File: src/rtl/fp_mul_issue.sv
// Host-side issue/return wrapper around fp_mul: credit-gated operand issue,
// result FIFO with registered first-word-fall-through output.
module fp_mul_issue #(
  parameter int DEPTH = 8,
  parameter int CW    = $clog2(DEPTH + 1)
) (
  input  logic          clk,
  input  logic          rstn,
  input  logic          in_valid,
  output logic          in_ready,
  input  logic [31:0]   in_a,
  input  logic [31:0]   in_b,
  output logic          src_valid,
  output logic [22:0]   a_man,
  output logic [7:0]    a_exp,
  output logic          a_sign,
  output logic [22:0]   b_man,
  output logic [7:0]    b_exp,
  output logic          b_sign,
  input  logic [22:0]   r_man,
  input  logic [7:0]    r_exp,
  input  logic          r_sign,
  input  logic          dst_valid,
  output logic          out_valid,
  input  logic          out_ready,
  output logic [31:0]   out_data,
  output logic [CW-1:0] inflight,
  output logic          err
);

  localparam int            AW      = $clog2(DEPTH);
  localparam logic [CW-1:0] DEPTH_C = CW'(DEPTH);
  localparam logic [CW-1:0] CNT_ONE = CW'(1);
  localparam logic [AW-1:0] PTR_ONE = AW'(1);

  logic          src_valid_r;
  logic [22:0]   a_man_r, b_man_r;
  logic [7:0]    a_exp_r, b_exp_r;
  logic          a_sign_r, b_sign_r;
  logic [CW-1:0] used_r, inflight_r, count_r;
  logic [AW-1:0] wr_ptr_r, rd_ptr_r;
  logic [31:0]   mem_r [DEPTH];
  logic          out_valid_r;
  logic [31:0]   out_data_r;
  logic          err_r;

  logic          in_ready_s, accept_s, pop_s, full_s, dst_ok_s, push_s, drop_s;
  logic [31:0]   r_word_s, head_nx_s;
  logic [CW-1:0] used_nx_s, inflight_nx_s, count_nx_s, remain_s;
  logic [AW-1:0] rd_ptr_nx_s;

  assign in_ready_s = (used_r < DEPTH_C);
  assign accept_s   = in_valid && in_ready_s;
  assign pop_s      = out_valid_r && out_ready;
  assign full_s     = (count_r == DEPTH_C);
  assign r_word_s   = {r_sign, r_exp, r_man};
  // A result with nothing outstanding is never accepted; full FIFO accepts only alongside a pop.
  assign dst_ok_s   = dst_valid && (inflight_r != {CW{1'b0}});
  assign push_s     = dst_ok_s && (!full_s || pop_s);
  assign drop_s     = dst_valid && !push_s;

  // Next-state arithmetic for credits, in-flight count and FIFO head.
  always_comb begin
    used_nx_s     = used_r;
    inflight_nx_s = inflight_r;
    count_nx_s    = count_r;
    rd_ptr_nx_s   = rd_ptr_r;
    remain_s      = count_r;
    head_nx_s     = out_data_r;

    if (accept_s && !pop_s) begin
      used_nx_s = used_r + CNT_ONE;
    end else if (pop_s && !accept_s) begin
      used_nx_s = used_r - CNT_ONE;
    end else begin
      used_nx_s = used_r;
    end

    if (src_valid_r && !dst_ok_s) begin
      inflight_nx_s = inflight_r + CNT_ONE;
    end else if (dst_ok_s && !src_valid_r) begin
      inflight_nx_s = inflight_r - CNT_ONE;
    end else begin
      inflight_nx_s = inflight_r;
    end

    if (push_s && !pop_s) begin
      count_nx_s = count_r + CNT_ONE;
    end else if (pop_s && !push_s) begin
      count_nx_s = count_r - CNT_ONE;
    end else begin
      count_nx_s = count_r;
    end

    if (pop_s) begin
      rd_ptr_nx_s = rd_ptr_r + PTR_ONE;
      remain_s    = count_r - CNT_ONE;
    end else begin
      rd_ptr_nx_s = rd_ptr_r;
      remain_s    = count_r;
    end

    // When nothing survives the pop, the incoming result becomes the new head directly.
    if (remain_s == {CW{1'b0}}) begin
      head_nx_s = r_word_s;
    end else begin
      head_nx_s = mem_r[rd_ptr_nx_s];
    end
  end

  // Operand issue stage: one-cycle registered unpack into fp_mul.
  always_ff @(posedge clk or negedge rstn) begin
    if (!rstn) begin
      src_valid_r <= 1'b0;
      a_sign_r    <= 1'b0;
      a_exp_r     <= 8'd0;
      a_man_r     <= 23'd0;
      b_sign_r    <= 1'b0;
      b_exp_r     <= 8'd0;
      b_man_r     <= 23'd0;
    end else begin
      src_valid_r <= accept_s;
      if (accept_s) begin
        a_sign_r <= in_a[31];
        a_exp_r  <= in_a[30:23];
        a_man_r  <= in_a[22:0];
        b_sign_r <= in_b[31];
        b_exp_r  <= in_b[30:23];
        b_man_r  <= in_b[22:0];
      end
    end
  end

  // Result storage array.
  always_ff @(posedge clk) begin
    if (push_s) begin
      mem_r[wr_ptr_r] <= r_word_s;
    end
  end

  // Counters, pointers, registered FIFO head and sticky error.
  always_ff @(posedge clk or negedge rstn) begin
    if (!rstn) begin
      used_r      <= {CW{1'b0}};
      inflight_r  <= {CW{1'b0}};
      count_r     <= {CW{1'b0}};
      wr_ptr_r    <= {AW{1'b0}};
      rd_ptr_r    <= {AW{1'b0}};
      out_valid_r <= 1'b0;
      out_data_r  <= 32'd0;
      err_r       <= 1'b0;
    end else begin
      used_r      <= used_nx_s;
      inflight_r  <= inflight_nx_s;
      count_r     <= count_nx_s;
      rd_ptr_r    <= rd_ptr_nx_s;
      out_valid_r <= (count_nx_s != {CW{1'b0}});
      if (push_s) begin
        wr_ptr_r <= wr_ptr_r + PTR_ONE;
      end
      if (count_nx_s != {CW{1'b0}}) begin
        out_data_r <= head_nx_s;
      end
      if (drop_s) begin
        err_r <= 1'b1;
      end
    end
  end

  assign in_ready  = in_ready_s;
  assign src_valid = src_valid_r;
  assign a_sign    = a_sign_r;
  assign a_exp     = a_exp_r;
  assign a_man     = a_man_r;
  assign b_sign    = b_sign_r;
  assign b_exp     = b_exp_r;
  assign b_man     = b_man_r;
  assign out_valid = out_valid_r;
  assign out_data  = out_data_r;
  assign inflight  = inflight_r;
  assign err       = err_r;

endmodule

File: config.mk
export PLATFORM = sky130hd
export DESIGN_NAME = fp_mul_issue
export DESIGN_NICKNAME = d
export VERILOG_FILES = /design/src/rtl/fp_mul_issue.sv
export SDC_FILE = /design/constraint.sdc
export NUM_CORES = 1
export LEC_CHECK = 0
export CORE_MARGIN = 1.5
export CORE_UTILIZATION = 39
export CTS_BUF_LIST = sky130_fd_sc_hd__clkbuf_16
export CTS_CLUSTER_SIZE = 14
export DETAILED_ROUTE_END_ITERATION = 16
export GPL_TIMING_DRIVEN = 1
export PLACE_DENSITY = 0.71
export SYNTH_ARGS = -nofsm -noshare
export SYNTH_HDL_FRONTEND = slang
export SYNTH_SLANG_ARGS = --single-unit
export TNS_END_PERCENT = 100
File: constraint.sdc
create_clock -name clk -period 11.5 [get_ports clk]
set_input_delay 1.15 -clock clk [delete_from_list [all_inputs] [get_ports clk]]
set_output_delay 1.15 -clock clk [all_outputs]
set_load 0.02 [all_outputs]
==> out/qor.csv, run 1 <==
stage,metric,value,unit
hold_path,Min-Delay Path Class,flop to flop,
synth,part of the Yosys area used for sequential elements,71.1,%
finish,share of post-route cells with drive strength above 1,15.2,%
power_and_ir_drop,leakage power,6.68,nW
timing,Final Hold Fails,0,
grt,initial antenna violation count,3,
detailed_routing,number of nets with antenna violations after routing,0,
setup_path,Critical Path Sink Type,flop,
clock_tree,H-tree Lvls,2,
synth,Syn Inst Count,1020,
placement,"Cell Area, Placed",17600,um^2
floorplan,num rows,71,
placement,port buffer count,204,
clock_tree,CTS Buf Count,40,
detailed_routing,Routed Wire Length,35000,um
timing,minimum clock period,4.18,ns
setup_path,required time worst endpoint,11.90,ns
floorplan,chip height,199,um
detailed_routing,first-pass detailed-route iteration total,5,
setup_path,CP Cell Sequence,"clkdlybuf4s50_1, and2_1, mux2i_4, buf_4, inv_2, buf_4, a21oi_1, a221oi_1, o31a_1, mux2_4",
setup_path,Critical Path Fanout Max,65,
grt,first-pass GRT wire length,54400,um
finish,layout filler cell count,3175,
setup_path,Worst R2R Path Depth,9,
grt,gr ovfl total,0,
timing,worst hold margin,0.461,ns
grt,largest net degree at the start of global routing,92,
floorplan,Ports,205,
synth,Synth Warn #,0,
clock_tree,cts repair resizes,0,
floorplan,Die X-Extent,199,um
synth,Post-synth EDFFs,256,
floorplan,DIE AREA,39500,um^2
power_and_ir_drop,pwr dens,302,nW/um^2
timing,RSZ-0062 raised after global routing,false,
timing,Max-slew headroom,34.1,%
placement,GPL Wtd Cong,0.785,
synth,Mean Syn Cell Area,14.6,um^2
synth,"Distinct cells, synth",40,
floorplan,core area,37700,um^2
power_and_ir_drop,PnR Total Power,5.69,mW
run,max-cap viol count,0,
synth,"Async S/R FF share, synth",31.4,%
detailed_routing,detail-routed via count per cell,5.29,
finish,P&R area growth vs syn,26.5,%
setup_path,worst path arrival time,4.58,ns
setup_path,reg2reg start,out_valid,
status,outcome,"complete, no violations",
finish,nets@finish,1332,
clock_tree,clock root buffer master,clkbuf_16,
clock_tree,Setup Buffers After CTS,0,
setup_path,Buf/Inv on CP,4,
power_and_ir_drop,Max IR drop VDD,181,uV
timing,Fmax,0.239,GHz
hold_path,Hold Path Sink,err,
finish,Final Instance Area,18900,um^2
setup_path,Critical Path Most Common Cell,buf_4,
synth,ys flop type,edfxtp_1,
setup_path,worst r2r dst,out_data[9],
timing,Setup-failing EPs final,0,
clock_tree,Worst-Skew Late Latency,0.55,ns
detailed_routing,DRT iter0 DRCs,759,
timing,Worst Slack Setup Final,7.32,ns
floorplan,Initial Util,39.6,%
synth,leading area contributor after synthesis,edfxtp_1,
setup_path,Worst Setup Start Kind,input port,
setup_path,crit path from,out_ready,
synth,synthesized cell area,14900,um^2
clock_tree,TritonCTS Sinks,373,
clock_tree,clk slew on worst S/H paths,0.06,ns
timing,Final Max Tran Viols,0,
placement,post-DP HPWL,20100,um
detailed_routing,Residual DRC,0,
synth,synth top area cells,"edfxtp_1, dfrtp_1, mux2_2",
synth,top-count cell post-synth,edfxtp_1,
synth,top cell type's share of synthesized area,51.5,%
grt,Overall Global Routing Usage,17.9,%
clock_tree,CTS tree,yes,
placement,"worst slack, placed",6.82,ns
finish,Multi-input gate area,4100,um^2
setup_path,critical path's slowest cell,buf_4,
detailed_routing,DR WL/cell,19.8,um
synth,Mapped Nets,1133,
clock_tree,CTS max path bufs,3,
synth,synthesized flop and latch total,373,
timing,total negative slack,0,ns
timing,Final period util,36.3,%
detailed_routing,DR vias,9325,
finish,register area,10600,um^2
hold_path,hold_sp,err,
grt,vias in the first global route,9720,
setup_path,kind of critical path,input port to flop,
setup_path,reg2reg setup slack,8.08,ns
clock_tree,hold_buf cts,0,
hold_path,hold path depth,1,
setup_path,CP max stage delay,0.68,ns
setup_path,Crit path max-delay family,buffers and inverters,
timing,slew of the pin with the lowest slew margin,0.988,ns
timing,worst clock skew,0.0327,ns
synth,Commonest cells post-synth,"edfxtp_1, nand2_1, a21oi_1, dfrtp_1, mux2_2",
[worst register-to-register path: cells and delay by family, from the launching register on]
| kind | cells | cell delay [ns] |
|---|---|---|
| compound gates | 3 | 0.70 |
| buf+inv | 3 | 1.35 |
| simple gates | 1 | 0.34 |
| flops | 1 | 0.38 |
| mux | 2 | 0.54 |
[where the power goes]
group          switching [mW]  internal (mW)
logic                    1.35           1.12
registers               0.169           1.81
clock network           0.522          0.729
[final cells by class]
class                           instances  area share [%]
Sequential cell                       373            56.2
Multi-Input combinational cell        570            21.7
Timing Repair Buffer                  222            11.5
Clock buffer                           40            5.30
Tap cell                              511            3.39
Clock inverter                         33            1.55
Inverter                               12           0.259
Antenna cell                            2          0.0265
[cells by family after synthesis]
| group | Yosys count | share of synthesized area [%] |
|---|---|---|
| multiplexers | 99 | 7.96 |
| flip-flops | 373 | 71.1 |
| adder cells (fa/ha/maj) | 12 | 1.11 |
| XOR/XNOR | 13 | 0.763 |
| AND/OR/NAND/NOR | 205 | 6.09 |
| AO/OA/AOI/OAI | 241 | 10.8 |
| buffers and inverters | 77 | 2.11 |
[flip-flops by register name (all words and copies together) (netlist names)]
register / count
used_r: 4
b_man: 23
a_exp: 8
src_valid: 1
rd_ptr_r: 3
out_valid: 1
b_exp: 8
mem_r: 256
a_man: 23
count_r: 4
inflight: 4
b_sign: 1
wr_ptr_r: 3
err: 1
out_data: 32
a_sign: 1
[layout by cell type, fill, tap and decap left out, types with 3 or more instances in the layout]
master	instances
xnor2_1	10
edfxtp_1	256
clkbuf_16	40
nand2_1	144
clkinv_2	4
dfrtp_1	117
o31a_1	32
a221oi_1	64
ha_1	10
inv_1	17
bufinv_16	4
a21oi_1	132
mux2_4	20
nand2b_1	35
mux2_2	78
buf_4	19
nor2_4	6
o21ai_0	3
clkinv_1	14
nor2_1	4
clkdlybuf4s50_1	203
[per-stage QoR]
stage / util (%) / std cells
global route: 50.1 / 1763
floorplan: - / 1020
global placement: 46.7 / 1688
detailed placement: 46.7 / 1688
CTS: 50.1 / 1761
finish: 50.1 / 1763
[routing by layer]
layer	part of all wire (%)	vias up	global-route usage [%]
met5	0.034	-	0
met1	41	4683	22.5
met3	7.1	77	3.54
met4	2.8	2	6.87
met2	49	328	30.5
li1	-	4235	-
[worst max-delay path by stage]
stage	to	slack, ns	cells past startpoint
finish	out_data[9]	7.32	10
global route	out_data[9]	7.16	10
CTS	out_data[5]	7.33	10
detailed placement	out_data[9]	6.82	10
global placement	out_data[31]	6.89	10
floorplan	mem_r[0][0]	6.94	5
Note: power is estimated with default switching activity, not from simulation.
==> run 2, diff against run 1 <==
- PLACE_DENSITY: 0.71 -> 0.73
- clock period: 11.5 -> 3.65 ns (I/O delays scaled with it)
==> run 2 against run 1 <==
Largest cell class unchanged; first-iteration DRC count decreased by 2.5%; worst hold slack worse by 0.0081 ns; clock power rose to 2.9 times the previous value; sequential share of layout area is 0.33 points lower; worst setup slack worse by 6.4 ns; critical path type is now flop to flop.
==> out/qor.csv, run 2 (same netlist as run 1, synthesis figures left out) <==
stage,metric,value,unit
detailed_routing,number of nets with antenna violations after routing,0,
timing,Final Max Tran Viols,0,
hold_path,Min-Delay Path Class,input port to flop,
clock_tree,CTS max path bufs,3,
status,outcome,"complete, no violations",
clock_tree,CTS tree,yes,
setup_path,crit path from,out_valid,
clock_tree,CTS Buf Count,39,
clock_tree,Worst-Skew Late Latency,0.53,ns
grt,first-pass GRT wire length,54300,um
setup_path,kind of critical path,flop to flop,
clock_tree,Setup Buffers After CTS,0,
floorplan,Die X-Extent,199,um
finish,max reg flops,256,
detailed_routing,Residual DRC,0,
timing,RSZ-0062 raised after global routing,false,
setup_path,reg2reg start,out_valid,
detailed_routing,detail-routed via count per cell,5.33,
timing,Max-slew headroom,46.3,%
timing,total negative slack,0,ns
grt,gr ovfl total,0,
finish,# diodes,0,
timing,Final period util,73.5,%
floorplan,Initial Util,39.6,%
setup_path,required time worst endpoint,4.07,ns
clock_tree,clk slew on worst S/H paths,0.06,ns
power_and_ir_drop,leakage power,6.76,nW
grt,largest net degree at the start of global routing,109,
run,max-cap viol count,0,
floorplan,DIE AREA,39500,um^2
detailed_routing,Routed Wire Length,34900,um
placement,GPL Wtd Cong,0.753,
timing,Setup-failing EPs final,0,
finish,P&R area growth vs syn,27.2,%
clock_tree,clock root buffer master,clkbuf_16,
clock_tree,hold_buf cts,1,
setup_path,Critical Path Fanout Max,25,
detailed_routing,DRT iter0 DRCs,740,
power_and_ir_drop,PnR Total Power,17.9,mW
timing,minimum clock period,2.68,ns
detailed_routing,first-pass detailed-route iteration total,5,
timing,slew of the pin with the lowest slew margin,0.806,ns
detailed_routing,DR vias,9453,
floorplan,chip height,199,um
detailed_routing,DR WL/cell,19.7,um
hold_path,hold_sp,in_a[23],
setup_path,worst path arrival time,3.10,ns
grt,Overall Global Routing Usage,17.8,%
finish,nets@finish,1346,
finish,register name with the most flops,mem_r,
timing,Fmax,0.373,GHz
power_and_ir_drop,Max IR drop VDD,665,uV
timing,worst clock skew,0.0189,ns
floorplan,core area,37700,um^2
clock_tree,TritonCTS Sinks,373,
placement,post-DP HPWL,20500,um
placement,port buffer count,204,
clock_tree,H-tree Lvls,2,
floorplan,num rows,71,
grt,vias in the first global route,9583,
finish,"commonest non-fill, non-tap cells in the layout","edfxtp_1, clkdlybuf4s50_1, nand2_1, a21oi_1, dfrtp_1",
floorplan,Ports,205,
finish,share of post-route cells with drive strength above 1,16.3,%
setup_path,Critical Path Sink Type,flop,
timing,Final Hold Fails,0,
setup_path,Worst Setup Start Kind,flop,
power_and_ir_drop,pwr dens,940,nW/um^2
grt,initial antenna violation count,1,
clock_tree,cts repair resizes,0,
finish,"most common cell after layout, fill and taps aside",edfxtp_1,
-- run 2: cell count changes in the layout (fill, tap and decap cells not counted), moves of 3 or more --
cell,change
buf_12,+8
buf_4,+6
bufinv_16,-3
clkinv_1,-6
clkinv_2,+6
inv_1,+3
-- run 2: area by class of cell --
cell class              instances  area [um^2]
repair buffers                237         2390
inverters                      12         47.5
multi-input cells             570         4110
well taps                     511          639
flip-flops and latches        373        10600
clock buffers                  40         1000
fillers                      3168        18700
clock inverters                32          184
-- run 2: worst paths after layout --
check                              endpoint  slack (ns)  cells past startpoint
worst min-delay path               a_exp[0]        0.45                      2
worst max-delay path            out_data[8]        0.97                      8
min in group asynchronous          a_man[4]        0.47                      2
worst min register to register          err        0.47                      1
max in group asynchronous          a_man[8]        2.30                      3
worst max register to register  out_data[8]        0.97                      8
-- run 2: metal layers --
layer | up-vias | GRT usage (%) | share of wire (%)
met3 | 58 | 4.27 | 8.6
li1 | 4271 | - | -
met2 | 402 | 29.4 | 49
met5 | - | 0 | 0.029
met1 | 4720 | 23.5 | 41
met4 | 2 | 5.08 | 2.2
-- run 2: critical path: stages (launching register included) --
cell and delay (ns):
dfrtp_1 0.44, and2_1 0.39, mux2i_4 0.34, inv_2 0.25
buf_4 0.30, a21oi_1 0.17, a221oi_1 0.12, o31a_1 0.29
mux2_4 0.26
-- run 2: where the power goes --
part           total [mW]  leakage [nW]  internal, mW  switching (mW)
Sequential           6.23          3.69          5.69           0.541
Clock                3.66         0.630          2.07            1.59
Combinational        7.96          2.44          3.69            4.27
-- run 2: metrics by stage --
| step | hold WS, ns | instances | utilization (%) | worst slack [ns] | area [um^2] |
|---|---|---|---|---|---|
| 3_3_place_gp | 0.441 | 1702 | 47.2 | 0.547 | 17800 |
| 4_1_cts | 0.428 | 1775 | 50.4 | 0.987 | 19000 |
| 3_5_place_dp | 0.448 | 1702 | 47.2 | 0.509 | 17800 |
| 5_1_grt | 0.446 | 1775 | 50.4 | 0.796 | 19000 |
| 2_1_floorplan | 0.0694 | 1020 | - | 0.547 | 14900 |
| 6_report | 0.453 | 1775 | 50.4 | 0.968 | 19000 |
